===== config.mk =====
export PLATFORM = sky130hd
export DESIGN_NAME = ch_adv_decoder_flat
export DESIGN_NICKNAME = d
export VERILOG_FILES = /design/src/rtl/ch_adv_decoder_pkg.sv /design/src/rtl/ch_adv_decoder_if.sv /design/src/rtl/ch_adv_decoder_sat_counter.sv /design/src/rtl/ch_adv_decoder.sv /design/src/flat_wrapper.sv
export SDC_FILE = /design/constraint.sdc
export NUM_CORES = 1
export LEC_CHECK = 0
export ABC_AREA = 1
export BUFFER_PORTS_ARGS = -buffer_cell sky130_fd_sc_hd__buf_4
export CORE_AREA = 5 5 127 129
export CTS_CLUSTER_DIAMETER = 30
export DETAILED_ROUTE_END_ITERATION = 6
export DIE_AREA = 0 0 132 134
export GPL_TIMING_DRIVEN = 0
export PLACE_DENSITY = 0.63
export SLEW_MARGIN = 20
export SYNTH_ARGS = -nofsm -noshare
export SYNTH_HDL_FRONTEND = slang
export SYNTH_SLANG_ARGS = --single-unit

===== constraint.sdc =====
create_clock -name clk -period 8.5 [get_ports clk]
set_input_delay 0.85 -clock clk [delete_from_list [all_inputs] [get_ports clk]]
set_output_delay 0.85 -clock clk [all_outputs]
set_load 0.02 [all_outputs]

===== src/rtl/ch_adv_decoder_pkg.sv =====
// Shared definitions for the cluster-head advertisement decoder.
// Message types, header field positions and the parser state encoding.
package ch_adv_decoder_pkg;

    localparam int HDR_TYPE_LSB = 12;
    localparam int HDR_TYPE_W   = 4;

    localparam logic [HDR_TYPE_W-1:0] MSG_ADV = 4'h1;
    localparam logic [HDR_TYPE_W-1:0] MSG_HB  = 4'h2;

    typedef enum logic [2:0] {
        S_HDR,
        S_ID,
        S_HOPS,
        S_QV,
        S_FLUSH,
        S_EMIT_ADV,
        S_EMIT_HB
    } state_t;

endpackage


===== src/rtl/ch_adv_decoder_if.sv =====
// Received-packet word stream with valid/ready handshake.
// The packet source is the master; the decoder is the slave.
interface ch_adv_decoder_if #(
    parameter int WORD_WIDTH = 16
) ();

    logic                  in_valid;
    logic [WORD_WIDTH-1:0] in_data;
    logic                  in_last;
    logic                  in_ready;

    modport master (
        output in_valid,
        output in_data,
        output in_last,
        input  in_ready
    );

    modport slave (
        input  in_valid,
        input  in_data,
        input  in_last,
        output in_ready
    );

endinterface


===== src/rtl/ch_adv_decoder_sat_counter.sv =====
// Event counter that sticks at all-ones instead of wrapping.
// Used for the decoder's receive and drop statistics.
module sat_counter #(
    parameter int WIDTH = 8
) (
    input  logic             clk,
    input  logic             rst,
    input  logic             inc_i,
    output logic [WIDTH-1:0] cnt_o
);

    localparam logic [WIDTH-1:0] ONE = {{(WIDTH-1){1'b0}}, 1'b1};

    logic [WIDTH-1:0] cnt_q;

    // Count one event per strobe until the counter is full.
    always_ff @(posedge clk or posedge rst) begin
        if (rst) begin
            cnt_q <= '0;
        end else if (inc_i && (cnt_q != '1)) begin
            cnt_q <= cnt_q + ONE;
        end
    end

    assign cnt_o = cnt_q;

endmodule


===== src/rtl/ch_adv_decoder.sv =====
// Parses CH advertisements and heartbeats from the packet stream and
// drives the known-CH selector inputs plus receive/drop statistics.
module ch_adv_decoder
    import ch_adv_decoder_pkg::*;
#(
    parameter int WORD_WIDTH = 16,
    parameter int CNT_WIDTH  = 8
) (
    input  logic                  clk,
    input  logic                  rst,
    input  logic [WORD_WIDTH-1:0] my_id,
    ch_adv_decoder_if.slave       s_if,
    output logic                  en_KCH,
    output logic [WORD_WIDTH-1:0] fCH_ID,
    output logic [WORD_WIDTH-1:0] fCH_Hops,
    output logic [WORD_WIDTH-1:0] fCH_QValue,
    output logic                  HB_reset,
    output logic [CNT_WIDTH-1:0]  adv_count,
    output logic [CNT_WIDTH-1:0]  drop_count
);

    localparam logic [WORD_WIDTH-1:0] W_ONE = {{(WORD_WIDTH-1){1'b0}}, 1'b1};

    state_t                state_q;
    logic [WORD_WIDTH-1:0] id_q;
    logic [WORD_WIDTH-1:0] hops_q;
    logic [WORD_WIDTH-1:0] fch_id_q;
    logic [WORD_WIDTH-1:0] fch_hops_q;
    logic [WORD_WIDTH-1:0] fch_q_q;
    logic                  en_kch_q;
    logic                  hb_reset_q;

    logic                  acc;
    logic                  last;
    logic [HDR_TYPE_W-1:0] msg_type;
    logic                  adv_d;
    logic                  drop_d;
    logic [WORD_WIDTH-1:0] hops_inc;

    assign acc      = s_if.in_valid && s_if.in_ready;
    assign last     = s_if.in_last;
    assign msg_type = s_if.in_data[HDR_TYPE_LSB +: HDR_TYPE_W];
    assign hops_inc = (hops_q == '1) ? hops_q : hops_q + W_ONE;

    // Emit states stall the stream; reset holds it off entirely.
    always_comb begin
        s_if.in_ready = 1'b0;
        if (!rst) begin
            s_if.in_ready = (state_q != S_EMIT_ADV) &&
                            (state_q != S_EMIT_HB);
        end
    end

    // Decide, per accepted word, whether the packet completes or is dropped.
    always_comb begin
        adv_d  = 1'b0;
        drop_d = 1'b0;
        if (acc) begin
            unique case (state_q)
                S_HDR: begin
                    if (msg_type == MSG_ADV) begin
                        drop_d = last;
                    end else if (msg_type == MSG_HB) begin
                        drop_d = !last;
                    end else begin
                        drop_d = 1'b1;
                    end
                end
                S_ID, S_HOPS: drop_d = last;
                S_QV: begin
                    if (last && (id_q != my_id)) begin
                        adv_d = 1'b1;
                    end else begin
                        drop_d = 1'b1;
                    end
                end
                default: ;
            endcase
        end
    end

    // Packet parser with registered selector outputs.
    always_ff @(posedge clk or posedge rst) begin
        if (rst) begin
            state_q    <= S_HDR;
            id_q       <= '0;
            hops_q     <= '0;
            fch_id_q   <= '1;
            fch_hops_q <= '1;
            fch_q_q    <= '0;
            en_kch_q   <= 1'b0;
            hb_reset_q <= 1'b0;
        end else begin
            en_kch_q   <= 1'b0;
            hb_reset_q <= 1'b0;
            unique case (state_q)
                S_HDR: begin
                    if (acc) begin
                        if (msg_type == MSG_ADV) begin
                            state_q <= last ? S_HDR : S_ID;
                        end else if (msg_type == MSG_HB) begin
                            state_q    <= last ? S_EMIT_HB : S_FLUSH;
                            hb_reset_q <= last;
                        end else begin
                            state_q <= last ? S_HDR : S_FLUSH;
                        end
                    end
                end
                S_ID: begin
                    if (acc) begin
                        id_q    <= s_if.in_data;
                        state_q <= last ? S_HDR : S_HOPS;
                    end
                end
                S_HOPS: begin
                    if (acc) begin
                        hops_q  <= s_if.in_data;
                        state_q <= last ? S_HDR : S_QV;
                    end
                end
                S_QV: begin
                    if (acc) begin
                        if (adv_d) begin
                            fch_id_q   <= id_q;
                            fch_hops_q <= hops_inc;
                            fch_q_q    <= s_if.in_data;
                            en_kch_q   <= 1'b1;
                            state_q    <= S_EMIT_ADV;
                        end else begin
                            state_q <= last ? S_HDR : S_FLUSH;
                        end
                    end
                end
                S_FLUSH: begin
                    if (acc && last) begin
                        state_q <= S_HDR;
                    end
                end
                S_EMIT_ADV, S_EMIT_HB: state_q <= S_HDR;
                default: state_q <= S_HDR;
            endcase
        end
    end

    sat_counter #(.WIDTH(CNT_WIDTH)) u_adv_cnt (
        .clk   (clk),
        .rst   (rst),
        .inc_i (adv_d),
        .cnt_o (adv_count)
    );

    sat_counter #(.WIDTH(CNT_WIDTH)) u_drop_cnt (
        .clk   (clk),
        .rst   (rst),
        .inc_i (drop_d),
        .cnt_o (drop_count)
    );

    assign en_KCH     = en_kch_q;
    assign HB_reset   = hb_reset_q;
    assign fCH_ID     = fch_id_q;
    assign fCH_Hops   = fch_hops_q;
    assign fCH_QValue = fch_q_q;

endmodule


===== src/flat_wrapper.sv =====
// flat-port wrapper written by rule: the top's interface ports become plain ports
module ch_adv_decoder_flat import ch_adv_decoder_pkg::*;
#(
    parameter int WORD_WIDTH = 16,
    parameter int CNT_WIDTH  = 8
)
  (clk, rst, my_id, en_KCH, fCH_ID, fCH_Hops, fCH_QValue, HB_reset, adv_count, drop_count, s_if_in_valid, s_if_in_data, s_if_in_last, s_if_in_ready);
  ch_adv_decoder_if #(.WORD_WIDTH(WORD_WIDTH)) s_if_i ();
  input  logic clk;
  input  logic rst;
  input  logic [WORD_WIDTH-1:0] my_id;
  output logic en_KCH;
  output logic [WORD_WIDTH-1:0] fCH_ID;
  output logic [WORD_WIDTH-1:0] fCH_Hops;
  output logic [WORD_WIDTH-1:0] fCH_QValue;
  output logic HB_reset;
  output logic [CNT_WIDTH-1:0] adv_count;
  output logic [CNT_WIDTH-1:0] drop_count;
  input wire logic [$bits(s_if_i.in_valid)-1:0] s_if_in_valid;
  input wire logic [$bits(s_if_i.in_data)-1:0] s_if_in_data;
  input wire logic [$bits(s_if_i.in_last)-1:0] s_if_in_last;
  output wire logic [$bits(s_if_i.in_ready)-1:0] s_if_in_ready;
  assign s_if_i.in_valid = s_if_in_valid;
  assign s_if_i.in_data = s_if_in_data;
  assign s_if_i.in_last = s_if_in_last;
  assign s_if_in_ready = s_if_i.in_ready;
  ch_adv_decoder #(.WORD_WIDTH(WORD_WIDTH), .CNT_WIDTH(CNT_WIDTH)) u_core (.clk(clk), .rst(rst), .my_id(my_id), .s_if(s_if_i), .en_KCH(en_KCH), .fCH_ID(fCH_ID), .fCH_Hops(fCH_Hops), .fCH_QValue(fCH_QValue), .HB_reset(HB_reset), .adv_count(adv_count), .drop_count(drop_count));
endmodule

==> reports/results.ini, run 1 <==
[cts]
cts_max_level=3
clk_pin_slew_ns=0.07
cts.sinks=101
tritoncts=done
holdBufCountCts=0
cts_root_buffer=clkbuf_16
clkLatencyLatePin_ns=0.36
cts_resized=0
cts_setup_buffers=0
numCtsBuffers=9
cts.path.max_buffers=2

[setup_path]
crit_fanout=2
critPathKind=in2out
worstRegToRegCells=13
start_kind=input port
worstReg2RegStart=u_core.id_q[3]$_DFFE_PP0P_
worstSetupEndpointType=output pin
cp.required_ns=7.65
worst_ep_arrival_time_ns=1.31
rrSetupSlack_ns=6.67
reg2reg_to=u_core.u_drop_cnt.cnt_o[0]$_DFFE_PP0P_

[logic_synthesis]
synthFlopType=dfrtp_1
syn_area_sq_um=5050
avgSynthCellArea_sq_um=8.41
async_reset_ff_share_pct=100
synth-seq-area-share_pct=50.8
synth_top_area_share_pct=34.2
synthCells=601
synth_edf_count=0
ys_ff_latch=101
synth.net_count=640
yosysUniqueCellTypes=39
yosys_warnings=0
synth.top_cells.by_area=dfrtp_1 (34%), dfstp_2 (17%), nand2_1 (16%)
synth_top_area_cell=dfrtp_1

[placement]
dp_cells=892
dp_hpwl_um=9920
postPlaceCellArea_sq_um=6090
io_buffers=102
gp_congestion=0.863

[cells_and_area]
diodes=0
drive_gt1_share_pct=29.6
syn2layout_area_growth_pct=26.8
nets=754
fin_util_pct=43.0
design_area_sq_um=6410
fin_cells=908

[die]
dieArea_sq_um=17700
num_rows=45
top_level_ports=103
die_w_um=132
core_area_sq_um=14900
die_h_um=134
initial_core_util_pct=33.9

[global_route]
grt_pass1_vias=4165
antenna_found_initial=0
grtUsageTotal_pct=15.6
grt_pass1_wl_um=22000
grt_max_degree=78
grt.overflow.total=0

[pwr]
switching_power_uw=488
p_sw_share_pct=33.4
seqPwrFrac_pct=46.1
peakVddDrop_uv=128
powerDensity_nw_per_um2=228
p_leak_nw=3.22
power_frac_clock_pct=30.9
comb_power_share_pct=23.0
power.internal_uw=973

[sta]
skew_ns=0.00888
slew-limit-headroom_pct=71.4
final_max_slew_viol_count=0
rsz0062_at_grt=false
setup_viol=0
fmaxAchievable_mhz=463
tightest_slew_ns=0.429
tns_ns=0
fin_crit_ns=2.16
final_hold_viol_count=0
period_share_pct=25.4

[routing]
firstDrtPassIters=5
drt_iter0_markers=236
final_antenna_net_count=0
wire_per_inst_um=14.7
vias=4260
wirelength_um=13300
vias_per_cell=4.69
drc_errors=0

[hold_path]
hp-class=in2async

[job]
maxCapViolCount=0

[outcome]
status=completed

[registers in the layout, summed over array words and instances (netlist names)]
register                 cells
u_core.en_KCH                1
u_core.state_q               3
u_core.u_drop_cnt.cnt_o      8
u_core.hops_q               16
u_core.fCH_QValue           16
u_core.fCH_ID               16
u_core.fCH_Hops             16
u_core.u_adv_cnt.cnt_o       8
u_core.id_q                 16
u_core.HB_reset              1
[area by class of cell]
cell class / count / area (sq um)
Fill cell: 1490 / 8510
Sequential cell: 101 / 2570
Multi-Input combinational cell: 413 / 2080
Timing Repair Buffer: 103 / 793
Inverter: 69 / 269
Tap cell: 188 / 235
Clock buffer: 10 / 229
Buffer: 18 / 143
Clock inverter: 6 / 93.8
[synth_stat cells, drive strengths merged, types with 2 or more instances]
library cell  number
buf               16
clkbuf             2
dfrtp             69
dfstp             32
ha                 3
inv               68
nand2            214
nand3             11
nand4             15
nor2              38
nor3               7
o21ai             91
o31ai              2
or2                2
xnor2              7
xor2              15
[worst max-delay path, cell delays in order]
cell     delay (ns)
buf_4          0.13
a31oi_4        0.15
buf_4          0.17
[how the worst max path moves through the flow]
stage,startpoint,to,slack (ns),cells after the start
4_1_cts,rst,s_if_in_ready,6.34,3
3_3_place_gp,rst,u_core.id_q[0]$_DFFE_PP0P_,3.65,2
3_5_place_dp,my_id[0],u_core.u_drop_cnt.cnt_o[0]$_DFFE_PP0P_,6.11,13
6_report,rst,s_if_in_ready,6.34,3
2_1_floorplan,rst,u_core.HB_reset$_DFF_PP0_,5.06,1
5_1_grt,u_core.state_q[1]$_DFFE_PP0P_,s_if_in_ready,6.31,4
[power groups by stage]
stage | clock network (mW) | logic [mW] | registers (mW)
after global placement | 0 | 0.332 | 0.678
after global routing | 0.483 | 0.393 | 0.689
after floorplan | 0 | 0.226 | 0.673
after detailed placement | 0 | 0.342 | 0.680
after CTS | 0.467 | 0.343 | 0.672
final | 0.452 | 0.336 | 0.673
[layout by cell type, fill, tap and decap left out, types with 6 or more instances in the layout]
cell       instances
nand2_1          209
buf_4            104
dfrtp_1           69
inv_1             59
o21ai_0           49
nor2_1            34
dfstp_2           32
o21ai_1           21
o21ai_2           21
xor2_1            15
nand4_1           13
nand3_1           10
clkbuf_16          9
inv_2              8
buf_6              8
xnor2_1            7
buf_2              6
nor3_1             6
[cell families (layout without fill, tap and decap cells)]
group / after synthesis / in the layout / share of synthesized area, %
buffers and inverters: 87 / 206 / 8.05
AOI/OAI and AO/OA: 97 / 97 / 11.7
xor gates and xnor gates: 22 / 22 / 3.81
and+or+nand+nor: 290 / 290 / 24.7
muxes: 1 / 1 / 0.198
adders and majority gates: 3 / 3 / 0.743
DFF: 101 / 101 / 50.8
[per-stage QoR]
step,hold WS (ns),power [mW],setup slack (ns)
CTS,0.461,1.48,6.34
global route,0.470,1.57,6.31
detailed placement,0.454,1.02,6.11
global placement,0.450,1.01,3.65
finish,0.462,1.46,6.34
floorplan,0.475,0.899,5.06
[per-layer routing]
layer,track usage (%),up-vias,share of wire (%),routed length [um]
met5,0,-,0,0
met1,20.3,1999,45,5990
met4,4.69,0,2.3,304
met3,6.49,21,7.4,983
li1,-,2138,-,-
met2,23.8,102,45,6030
No activity file was read; power rests on OpenSTA's default activity.
==> run 2, diff against run 1 <==
- PLACE_DENSITY: 0.63 -> 0.65
- clock period: 8.5 -> 1.9 ns (I/O delays scaled with it)
==> run 2 against run 1 <==
Against the previous run: routed wire length fell by 2.0%; worst hold slack got worse by 0.32 ns; combinational power rose to 4.7 times the previous value; via count fell by 0.12%; critical path type is now reg2reg; register-to-register slack got worse by 6.5 ns; sequential share of layout area fell by 0.58 points; clock power rose to 4.2 times the previous value; non-clock buffer count rose by 10.
==> reports/results.ini, run 2 (same netlist as run 1, synthesis figures left out) <==
[routing]
wire_per_inst_um=14.2
vias=4255
wirelength_um=13000
drt_iter0_markers=238
drc_errors=0
final_antenna_net_count=0
firstDrtPassIters=5
vias_per_cell=4.64

[placement]
postPlaceCellArea_sq_um=6120
dp_hpwl_um=9940
io_buffers=102
gp_congestion=0.863

[global_route]
antenna_found_initial=0
grt_pass1_wl_um=21600
grt_max_degree=34
grt_pass1_vias=4068
grtUsageTotal_pct=15.2
grt.overflow.total=0

[setup_path]
path_cells=nor2_1 -> nor2_1 -> nor2_1 -> nand2_1 -> nor2_1 -> nand2_2 -> nand2_2 -> nand2_1 -> nand2_4 -> buf_4 -> nand4_1 -> nand2_1
start_kind=flip-flop
cp.required_ns=2.19
path_common_cell=nor2_1
crit_buf_inv=1
crit_path_max_incr_delay_ns=0.41
cp_slowest_cell=dfrtp_1
critPathKind=reg2reg
worstSetupEndpointType=flip-flop
crit_fanout=7
worst_ep_arrival_time_ns=2.03
crit_family=simple AND/OR/NAND/NOR gates

[die]
die_h_um=134
num_rows=45
initial_core_util_pct=33.9
dieArea_sq_um=17700
core_area_sq_um=14900
die_w_um=132
top_level_ports=103

[cells_and_area]
layout.cells.most_common_list=nand2_1 (208), buf_4 (111), dfrtp_1 (68)
drive_gt1_share_pct=31.0
diodes=0
fillers=1497
syn2layout_area_growth_pct=28.8
fin_util_pct=43.6
design_area_sq_um=6510
layout_commonest_cell=nand2_1
nets=764

[pwr]
powerDensity_nw_per_um2=1000
peakVddDrop_uv=504
p_leak_nw=3.28
total_power_mw=6.51

[cts]
tritoncts=done
clk_pin_slew_ns=0.08
numCtsBuffers=9
cts_root_buffer=clkbuf_16
cts.sinks=101
cts_max_level=3
clkLatencyLatePin_ns=0.36
cts.path.max_buffers=2

[sta]
fin_crit_ns=1.74
skew_ns=0.0102
final_max_slew_viol_count=0
tightest_slew_ns=0.479
setup_viol=0
period_share_pct=91.8
final_hold_viol_count=0
slew-limit-headroom_pct=68.0
fmaxAchievable_mhz=573

[job]
maxCapViolCount=0

[hold_path]
hp-class=in2reg

[outcome]
status=completed

-- run 2: changes by cell type in the layout (fill, tap and decap cells not counted), sizes merged --
cell,before,now
clkinv,1,3
dlygate4sd3,0,1
buf,119,128
inv,71,70
bufinv,2,1
-- run 2: final timing paths --
path	start	end	slack (ns)	cells past startpoint
max	u_core.id_q[0]$_DFFE_PP0P_	u_core.u_drop_cnt.cnt_o[5]$_DFFE_PP0P_	0.16	12
min	s_if_in_data[8]	u_core.fCH_QValue[8]$_DFFE_PP0P_	0.14	3
max reg2reg	u_core.id_q[0]$_DFFE_PP0P_	u_core.u_drop_cnt.cnt_o[5]$_DFFE_PP0P_	0.16	12
min reg2reg	u_core.fCH_ID[1]$_DFFE_PP1P_	u_core.fCH_ID[1]$_DFFE_PP1P_	0.46	2
max in group asynchronous	rst	u_core.fCH_ID[15]$_DFFE_PP1P_	0.45	6
min in group asynchronous	rst	u_core.u_drop_cnt.cnt_o[0]$_DFFE_PP0P_	0.45	3
-- run 2: routing by layer --
layer  vias to the layer above  track usage, %  share of wire [%]
met4                         0            3.77                1.1
met3                        12            5.03                7.2
met1                      1975            19.7                 43
met5                         -               0                  0
li1                       2168               -                  -
met2                       100            24.6                 49
-- run 2: layout make-up --
| cell class | instances | area, sq um | area share [%] |
|---|---|---|---|
| multi-input cells | 413 | 2100 | 32.2 |
| repair buffers | 113 | 896 | 13.8 |
| flip-flops and latches | 101 | 2570 | 39.5 |
| plain buffers | 18 | 144 | 2.21 |
| clock buffers | 10 | 229 | 3.52 |
| well taps | 188 | 235 | 3.62 |
| clock inverters | 6 | 70.1 | 1.08 |
| inverters | 69 | 268 | 4.12 |
-- run 2: repair_timing --
item	in CTS	in global routing
setup endpoints to repair	0	31
setup buffers	0	7
hold buffers	1	0
endpoints found under the hold margin	18	0
resized for setup	0	7
-- run 2: worst min-delay path, cell delays in order --
cell	delay (ns)
buf_4	0.07
inv_1	0.07
o21ai_2	0.13
-- run 2: power by group --
group	switching, mW	internal (mW)
clock	0.853	1.04
sequential	0.461	2.56
combinational	0.909	0.683
-- run 2: stage by stage --
stage	TNS (ns)	cells	worst slack, ns	hold slack (ns)
after CTS	0	911	0.0774	0.130
after global placement	-15.79	891	-0.239	0.451
after detailed placement	0	894	0.0964	0.264
after floorplan	0	601	0.250	0.346
after global routing	-0.0123	918	-0.0123	0.130
final	0	918	0.156	0.143
